File: config.mk
export PLATFORM = sky130hd
export DESIGN_NAME = mem_access_unit
export DESIGN_NICKNAME = d
export VERILOG_FILES = /design/src/rtl/mem_access_unit.sv
export SDC_FILE = /design/constraint.sdc
export NUM_CORES = 1
export LEC_CHECK = 0
export ABC_AREA = 1
export CELL_PAD_IN_SITES_DETAIL_PLACEMENT = 2
export CELL_PAD_IN_SITES_GLOBAL_PLACEMENT = 2
export CORE_MARGIN = 10
export CORE_UTILIZATION = 33
export DETAILED_ROUTE_END_ITERATION = 12
export HOLD_SLACK_MARGIN = 0.12
export PLACE_DENSITY = 0.83
export SLEW_MARGIN = 20
export SYNTH_ARGS = -nofsm -noshare
export SYNTH_HDL_FRONTEND = slang
export SYNTH_SLANG_ARGS = --single-unit
File: constraint.sdc
create_clock -name clk -period 10.3 [get_ports clk]
set_clock_uncertainty 0.1 [all_clocks]
set_input_delay 2.06 -clock clk [delete_from_list [all_inputs] [get_ports clk]]
set_output_delay 2.06 -clock clk [all_outputs]
set_load 0.03 [all_outputs]
File: src/rtl/mem_access_unit.sv
// Load/store unit: word-aligned data memory access, sub-word stores as read-modify-write.
// Define LSU_MISALIGN_SPLIT_EN to split word-spanning accesses into two word accesses.
module mem_access_unit #(
  parameter int ADDR_WIDTH = 32
) (
  input  logic                  clk,
  input  logic                  rst_n,
  input  logic                  req_valid,
  output logic                  req_ready,
  input  logic                  req_write,
  input  logic [2:0]            req_funct3,
  input  logic [ADDR_WIDTH-1:0] req_addr,
  input  logic [31:0]           req_wdata,
  output logic                  rsp_valid,
  output logic [31:0]           rsp_rdata,
  output logic                  rsp_err,
  output logic [ADDR_WIDTH-1:0] dm_address,
  output logic [31:0]           dm_write_data,
  output logic                  dm_mem_write,
  output logic                  dm_mem_read,
  input  logic [31:0]           dm_read_data
);

`ifdef LSU_MISALIGN_SPLIT_EN
  localparam bit SPLIT_EN = 1'b1;
`else
  localparam bit SPLIT_EN = 1'b0;
`endif

  typedef enum logic [2:0] {IDLE, RD0, RD1, WR0, WR1, DONE} state_t;

  state_t                state_q, state_d;
  logic [ADDR_WIDTH-1:0] addr_q;
  logic [31:0]           wdata_q, lo_q, hi_q;
  logic [2:0]            funct3_q;
  logic                  write_q;

  logic                  req_ready_q, rsp_valid_q, rsp_err_q, dm_mem_write_q, dm_mem_read_q;
  logic [31:0]           rsp_rdata_q, dm_write_data_q;
  logic [ADDR_WIDTH-1:0] dm_address_q;

  // In IDLE the request itself is decoded so the first access can be registered at acceptance.
  logic [ADDR_WIDTH-1:0] cur_addr, word0, word1, dm_address_d;
  logic [2:0]            cur_f3;
  logic                  cur_wr;
  logic [31:0]           cur_wdata, lo_nx, hi_nx, ld_word, ld_ext, rsp_rdata_d, dm_write_data_d;
  logic [1:0]            off;
  logic [3:0]            size_m;
  logic [2:0]            nbytes;
  logic                  illegal, span, accept_err;
  logic [63:0]           cat, wide_data, merged;
  logic [7:0]            wide_mask;

  always_comb begin
    cur_addr  = (state_q == IDLE) ? req_addr   : addr_q;
    cur_f3    = (state_q == IDLE) ? req_funct3 : funct3_q;
    cur_wr    = (state_q == IDLE) ? req_write  : write_q;
    cur_wdata = (state_q == IDLE) ? req_wdata  : wdata_q;
    off       = cur_addr[1:0];

    case (cur_f3[1:0])
      2'b00:   begin size_m = 4'b0001; nbytes = 3'd1; end
      2'b01:   begin size_m = 4'b0011; nbytes = 3'd2; end
      2'b10:   begin size_m = 4'b1111; nbytes = 3'd4; end
      default: begin size_m = 4'b0000; nbytes = 3'd0; end
    endcase
    illegal    = (cur_f3 == 3'b011) || (cur_f3 == 3'b110) || (cur_f3 == 3'b111) ||
                 (cur_wr && cur_f3[2]);
    span       = ({2'b00, off} + {1'b0, nbytes}) > 4'd4;
    accept_err = illegal || (span && !SPLIT_EN);

    word0 = {cur_addr[ADDR_WIDTH-1:2], 2'b00};
    word1 = word0 + ADDR_WIDTH'(4);

    lo_nx = (state_q == RD0) ? dm_read_data : lo_q;
    hi_nx = (state_q == RD1) ? dm_read_data : hi_q;
    cat   = {hi_nx, lo_nx};

    ld_word = 32'(cat >> {off, 3'b000});
    case (cur_f3)
      3'b000:  ld_ext = {{24{ld_word[7]}}, ld_word[7:0]};
      3'b001:  ld_ext = {{16{ld_word[15]}}, ld_word[15:0]};
      3'b010:  ld_ext = ld_word;
      3'b100:  ld_ext = {24'd0, ld_word[7:0]};
      3'b101:  ld_ext = {16'd0, ld_word[15:0]};
      default: ld_ext = 32'd0;
    endcase

    wide_data = {32'd0, cur_wdata} << {off, 3'b000};
    wide_mask = {4'b0000, size_m} << off;
    for (int i = 0; i < 8; i++)
      merged[i*8 +: 8] = wide_mask[i] ? wide_data[i*8 +: 8] : cat[i*8 +: 8];

    state_d = state_q;
    case (state_q)
      IDLE: if (req_valid) begin
        if (accept_err)                                   state_d = DONE;
        else if (cur_wr && cur_f3 == 3'b010 && off == 2'b00) state_d = WR0;
        else                                              state_d = RD0;
      end
      RD0: begin
`ifdef LSU_MISALIGN_SPLIT_EN
        if (span)        state_d = RD1;
        else
`endif
        if (cur_wr)      state_d = WR0;
        else             state_d = DONE;
      end
`ifdef LSU_MISALIGN_SPLIT_EN
      RD1:               state_d = cur_wr ? WR0 : DONE;
      WR0:               state_d = span ? WR1 : DONE;
      WR1:               state_d = DONE;
`else
      WR0:               state_d = DONE;
`endif
      DONE:              state_d = IDLE;
      default:           state_d = IDLE;
    endcase

    case (state_d)
      RD0, WR0: dm_address_d = word0;
      RD1, WR1: dm_address_d = word1;
      default:  dm_address_d = '0;
    endcase
    case (state_d)
      WR0:     dm_write_data_d = merged[31:0];
      WR1:     dm_write_data_d = merged[63:32];
      default: dm_write_data_d = 32'd0;
    endcase
    rsp_rdata_d = (state_d == DONE && state_q != IDLE && !cur_wr) ? ld_ext : 32'd0;
  end

  always_ff @(posedge clk or negedge rst_n) begin
    if (!rst_n) begin
      state_q         <= IDLE;
      addr_q          <= '0;
      wdata_q         <= 32'd0;
      funct3_q        <= 3'd0;
      write_q         <= 1'b0;
      lo_q            <= 32'd0;
      hi_q            <= 32'd0;
      req_ready_q     <= 1'b1;
      rsp_valid_q     <= 1'b0;
      rsp_err_q       <= 1'b0;
      rsp_rdata_q     <= 32'd0;
      dm_address_q    <= '0;
      dm_write_data_q <= 32'd0;
      dm_mem_write_q  <= 1'b0;
      dm_mem_read_q   <= 1'b0;
    end else begin
      if (state_q == IDLE && req_valid) begin
        addr_q   <= req_addr;
        wdata_q  <= req_wdata;
        funct3_q <= req_funct3;
        write_q  <= req_write;
      end
      state_q         <= state_d;
      lo_q            <= lo_nx;
      hi_q            <= hi_nx;
      req_ready_q     <= (state_d == IDLE);
      rsp_valid_q     <= (state_d == DONE);
      // Only the error path jumps straight from IDLE to DONE.
      rsp_err_q       <= (state_d == DONE) && (state_q == IDLE);
      rsp_rdata_q     <= rsp_rdata_d;
      dm_address_q    <= dm_address_d;
      dm_write_data_q <= dm_write_data_d;
      dm_mem_read_q   <= (state_d == RD0) || (state_d == RD1);
      dm_mem_write_q  <= (state_d == WR0) || (state_d == WR1);
    end
  end

  assign req_ready     = req_ready_q;
  assign rsp_valid     = rsp_valid_q;
  assign rsp_err       = rsp_err_q;
  assign rsp_rdata     = rsp_rdata_q;
  assign dm_address    = dm_address_q;
  assign dm_write_data = dm_write_data_q;
  assign dm_mem_write  = dm_mem_write_q;
  assign dm_mem_read   = dm_mem_read_q;

endmodule

Yosys cells after proc, flatten, opt, wreduce, memory -nomap -nowiden --
Index checks and enable logic that the tools add are counted.
Word-level totals: bits in registers 236, input bits 103, word-level logic and storage cells 85
Operators by class: add/sub/neg operators 2, magnitude comparators 1, eq/ne operators 17, shift operators 3, mux-type cells 25, reductions and logical operators 22
Operators by type and width (count):
- $mux W32 | 5
- $pmux W32 S5 | 1
- $pmux W32 S2 | 2
- $mux W8 | 8
- $shl A32 B5 Y64 | 1
- $shr A64 B5 Y32 | 1
- $add A32 B3 Y32 const B | 1
- $eq A3 B2 Y1 const B | 6
- $eq A3 B3 Y1 const B | 6
- $pmux W3 S3 | 2
- $mux W3 | 4
- $pmux W4 S3 | 1
- $eq A3 B1 Y1 const B | 3
- $logic_not A3 Y1 | 3
- $shl A4 B2 Y8 | 1
- $logic_and A1 B1 Y1 | 7
- $logic_or A1 B1 Y1 | 6
- $add A2 B3 Y4 | 1
- $gt A4 B3 Y1 const B | 1
- $logic_not A2 Y1 | 2
- $reduce_or A2 Y1 | 2
- $reduce_bool A3 Y1 | 1
- $eq A2 B1 Y1 const B | 1
- $eq A2 B2 Y1 const B | 1
- 3 further kinds | 3

Longest topological paths before layout --
depth in word-level cells 14, mapped depth 20, gate-level depth less buffers 18

Least setup slack after synthesis --
No wires, ideal clock.
path type input-to-reg, from in req_funct3[1], to reg dm_write_data_q[19] (netlist: dm_write_data[19]), setup time 0.076 ns, arrival time 4.279 ns, path slack 5.845 ns, stages on the path 16, path buffers 1, path through inv_1 o21ai_0 inv_1 ha_1 ha_1 fa_1 inv_1 nand2_1 nand3_1 nand3_1 a21oi_1 nand2_1 nand2_1 nand2_2 buf_6 a21oi_2
On the way: word-level cells in the longest chain between the ends 11, elaborated cells on any way between the ends 28
Ends and longest elaborated chain:
- start, declared | line 11 | input logic [2:0] req_funct3,
- $mux W3 * | line 56 | cur_f3 = (state_q == IDLE) ? req_funct3 : funct3_q;
- $eq A2 B2 Y1 (tied with other cells) | line 61 | case (cur_f3[1:0])
- $pmux W3 S3 or $logic_or A1 B1 Y1 (tied branches) | line 61, 67
- $add A2 B3 Y4 or $logic_or A1 B1 Y1 (tied branches) | line 69, 67
- $gt A4 B3 Y1 or $logic_or A1 B1 Y1 (tied branches) | line 69, 67
- $logic_or A1 B1 Y1 | line 70 | accept_err = illegal || (span && !SPLIT_EN);
- $mux W3 | line 97 | if (accept_err) state_d = DONE;
- $mux W3 | line 96 | IDLE: if (req_valid) begin
- $pmux W3 S3 | line 95 | case (state_q)
- $eq A3 B3 Y1 or $eq A3 B2 Y1 (tied branches) | line 125 | case (state_d)
- $pmux W32 S2 * | line 125
- named net dm_write_data_d[19] | line 46 | logic [31:0] cur_wdata, lo_nx, hi_nx, ld_word, ld_ext, rsp_rdata_d, dm_write_data_d;
- end signal, assigned | line 166 | dm_write_data_q <= dm_write_data_d;
- end, declared | line 39 | logic [31:0] rsp_rdata_q, dm_write_data_q;
Mark *: on every way through the listed nets, which the timed path passes. The rest lies on a longest branch. A chain may end at the register's enable or synchronous reset.

Final worst setup path --
from in req_addr[0], to reg dm_write_data_q[0] (netlist: dm_write_data[0])
On the way: word-level cells in the longest chain between the ends 9, elaborated cells on any way between the ends 17
Ends and longest elaborated chain:
- start, declared | line 12 | input logic [ADDR_WIDTH-1:0] req_addr,
- $mux W32 * | line 55 | cur_addr = (state_q == IDLE) ? req_addr : addr_q;
- $add A2 B3 Y4 or $logic_not A2 Y1 (tied branches) | line 69, 98
- $gt A4 B3 Y1 or $logic_and A1 B1 Y1 (tied branches) | line 69, 98
- $logic_or A1 B1 Y1 or $mux W2 (tied branches) | line 70, 98
- $mux W3 | line 97
- $mux W3 | line 96
- $pmux W3 S3 | line 95
- $eq A3 B3 Y1 or $eq A3 B2 Y1 (tied branches) | line 125
- $pmux W32 S2 * | line 125
- named net dm_write_data_d[0] | line 46
Marked as above.

==> flow_summary.ini <==
[power]
pwr-share-comb_pct = 59.1
peakVddDrop_v = 0.000142
switchingPower_uw = 2980
p_sw_share_pct = 51.4
p_clk_share_pct = 16.1
p_int_uw = 2820
p_leak_uw = 0.00709
pwr-share-seq_pct = 24.8
p_per_area_mw_per_mm2 = 409

[detailed_routing]
drtPass1Iterations = 5
drc = 0
wl_per_cell_um = 20.8
drt_iter0_drc = 607
wl_mm = 42.6
vias = 10100
final_antenna_net_count = 0
routed_via_density = 4.95

[clock_tree]
cts.sinks = 226
cts_tree = built
hold_buffers = 0
clk_latency_ns = 0.54
root_buffer = clkbuf_16
cts_resized = 0
cts_max_path_buffers = 3
postCtsSetupRepairBufs = 0
numCtsBuffers = 27
htreeDepth = 1
clkTransAtPathRegs_ns = 0.06

[final_layout]
nNetsFinal = 1691
layout_commonest_cell = nand2_1
n_antenna_cell = 0
drive_above_1_share_pct = 5.89
most-common-layout-cells = 453 x nand2_1, 225 x dfrtp_1, 200 x clkdlybuf4s50_1, 187 x o21ai_0, 161 x inv_1
area_growth_pct = 27.3

[setup_path]
cpMostUsedCell = nand2_1
crit_buf_inv = 3
cpLargestDelayFamily = buffers and inverters
critPathKind = in -> reg
crit_arrival_ns = 5.67
worstReg2RegEnd = dm_write_data[0]$_DFF_PN0_
cp.required_ns = 10.65
crit_fanout = 82
critical_path.cell_chain = clkdlybuf4s50_1, nand2_1, nand2_2, buf_4, ha_1, fa_1, inv_1, nand2_1, nand3_1, nand3_1, a21oi_1, nand2_1, nand2_1, nand2_2, a21oi_1
crit_path_start_kind = primary input
endpoint_kind = flip-flop
critPathSlowestCell = buf_4
r2r-start = state_q[1]$_DFF_PN0_
reg2reg_depth = 17
max_stage_delay_ns = 0.65
r2r_setup_slack_ns = 5.15
critPathLaunch = req_addr[0]

[yosys]
synthesis.area_mm2 = 0.0111
ys_warn_count = 0
synthCells = 1423
synth_seq_cells = 226
avgSynthCellArea_um2 = 7.83
seq_area_frac_synth_pct = 50.7
synth_cell_type_count = 31

[hold_path]
hold_end = funct3_q[0]$_DFFE_PN0P_
hold_path_class = reg -> reg
hold-path-cell-count = 2
hp-start = funct3_q[0]$_DFFE_PN0P_

[die]
placementRows = 67
core_mm2 = 0.0334
start_util_pct = 33.3
chipWidth_um = 204
die-area_mm2 = 0.0415
pin_count = 204
dieHeight_um = 204

[placement]
place_congestion = 0.822
dp_hpwl_mm = 30.9
port_buffers = 201

[sta]
relSlewSlack_pct = 37.4
period_minus_slack_ns = 5.33
rsz0062_at_grt = false
report.final.setup_viol = 0
worstMarginPinSlew_ns = 0.940
whs_ns = 0.370
fmax_mhz = 188
finalMaxSlewViolations = 0
fin_crit_sh_pct = 51.7
finalSetupTns_ns = 0
hold_violations = 0

[job]
maxCapViolations = 0

[outcome]
status = complete, no violations

[grt]
antenna_found_initial = 0
grt_pass1_vias = 11600
grt_max_degree = 121
grt_remaining_overflow = 0
grt_pass1_wl_mm = 67.0
grt_usage_pct = 20.3
-- final cells by class --
type	instances	area, µm²
Multi-Input combinational cell	944	4390
Tap cell	448	561
Clock inverter	9	82.6
Fill cell	3776	19300
Sequential cell	226	5660
Clock buffer	38	777
Timing Repair Buffer	212	2100
Inverter	167	628
-- logic make-up (layout without fill, tap and decap cells) --
logic type	after synthesis	in the layout	share of synthesized area, %
flip-flops	226	226	50.7
AO/OA/AOI/OAI	270	270	13.0
adder cells (fa/ha/maj)	10	10	1.19
buffers and inverters	254	426	9.94
AND/OR/NAND/NOR	662	662	25.1
other	1	2	0.0336
-- worst max path at each step --
stage	end	slack, ns	cells past startpoint
6_report	dm_write_data[0]$_DFF_PN0_	4.97	15
5_1_grt	dm_write_data[0]$_DFF_PN0_	4.60	17
4_1_cts	dm_write_data[0]$_DFF_PN0_	4.94	15
3_5_place_dp	dm_write_data[12]$_DFF_PN0_	4.43	15
3_3_place_gp	dm_mem_read$_DFF_PN0_	4.62	16
2_1_floorplan	dm_write_data[19]$_DFF_PN0_	5.85	16
-- worst reg2reg max path, cell delays in order, from the launching register on --
cell and delay (ns):
dfrtp_1 0.49, nor2_8 0.23, nand2_8 0.27, inv_2 0.83, nand2_1 0.18, nand2_2 0.10, buf_4 0.65, ha_1 0.36
fa_1 0.44, inv_1 0.06, nand2_1 0.04, nand3_1 0.07, nand3_1 0.06, a21oi_1 0.16, nand2_1 0.09, nand2_1 0.07
nand2_2 0.45, a21oi_1 0.40
-- cell usage after synthesis --
library cell,instances,share of area (%)
nand2_1,453,15
dfrtp_1,225,51
o21ai_0,187,8.4
inv_1,162,5.5
nand3_1,128,5.7
nor2_1,50,1.7
buf_2,40,1.8
a21oi_1,35,1.6
clkbuf_1,29,0.98
o21ai_1,21,0.94
nand3b_1,16,1.1
a21oi_2,10,0.79
buf_6,10,1.0
ha_1,9,1.0
buf_4,8,0.54
o21a_1,7,0.47
o21ai_2,6,0.47
inv_2,5,0.17
nand3_2,5,0.45
nand2_2,4,0.22
o211ai_1,2,0.13
or2_2,2,0.11
conb_1,1,0.034
dfstp_2,1,0.24
fa_1,1,0.18
nand2_8,1,0.18
nand3b_2,1,0.10
nor2_2,1,0.056
nor2_8,1,0.18
o21ai_4,1,0.15
o22ai_2,1,0.11
-- power groups by stage --
| stage | Clock (µW) | Sequential, µW | Combinational (µW) |
|---|---|---|---|
| after CTS | 956 | 1440 | 3470 |
| after global placement | 0 | 1430 | 3280 |
| after global routing | 985 | 1480 | 3840 |
| final | 934 | 1440 | 3430 |
| after floorplan | 0 | 1640 | 2060 |
| after detailed placement | 0 | 1450 | 3420 |
-- routing by layer --
metal / routed length, µm / global-route usage, %
met5: 0 / 0
met4: 927 / 4.58
met3: 1570 / 3.14
met2: 21400 / 35.9
met1: 18700 / 25.4
-- metrics by stage --
step	worst slack (ns)	cell area (µm²)	instances	util (%)	power [µW]
final	4.97	14200	2044	42.4	5800
after global routing	4.60	14200	2044	42.4	6300
after CTS	4.94	14200	2044	42.4	5870
after detailed placement	4.43	13300	1997	39.9	4870
after global placement	4.62	13300	1997	39.9	4710
after floorplan	5.85	11200	1424	-	3710
-- registers in the layout, indices dropped and copies added (netlist names), 24 cells and up --
| signal | flops |
|---|---|
| addr_q | 32 |
| dm_address | 30 |
| dm_write_data | 32 |
| hi_q | 24 |
| lo_q | 32 |
| rsp_rdata | 32 |
| wdata_q | 32 |
Power figures use the tool's default switching activity.
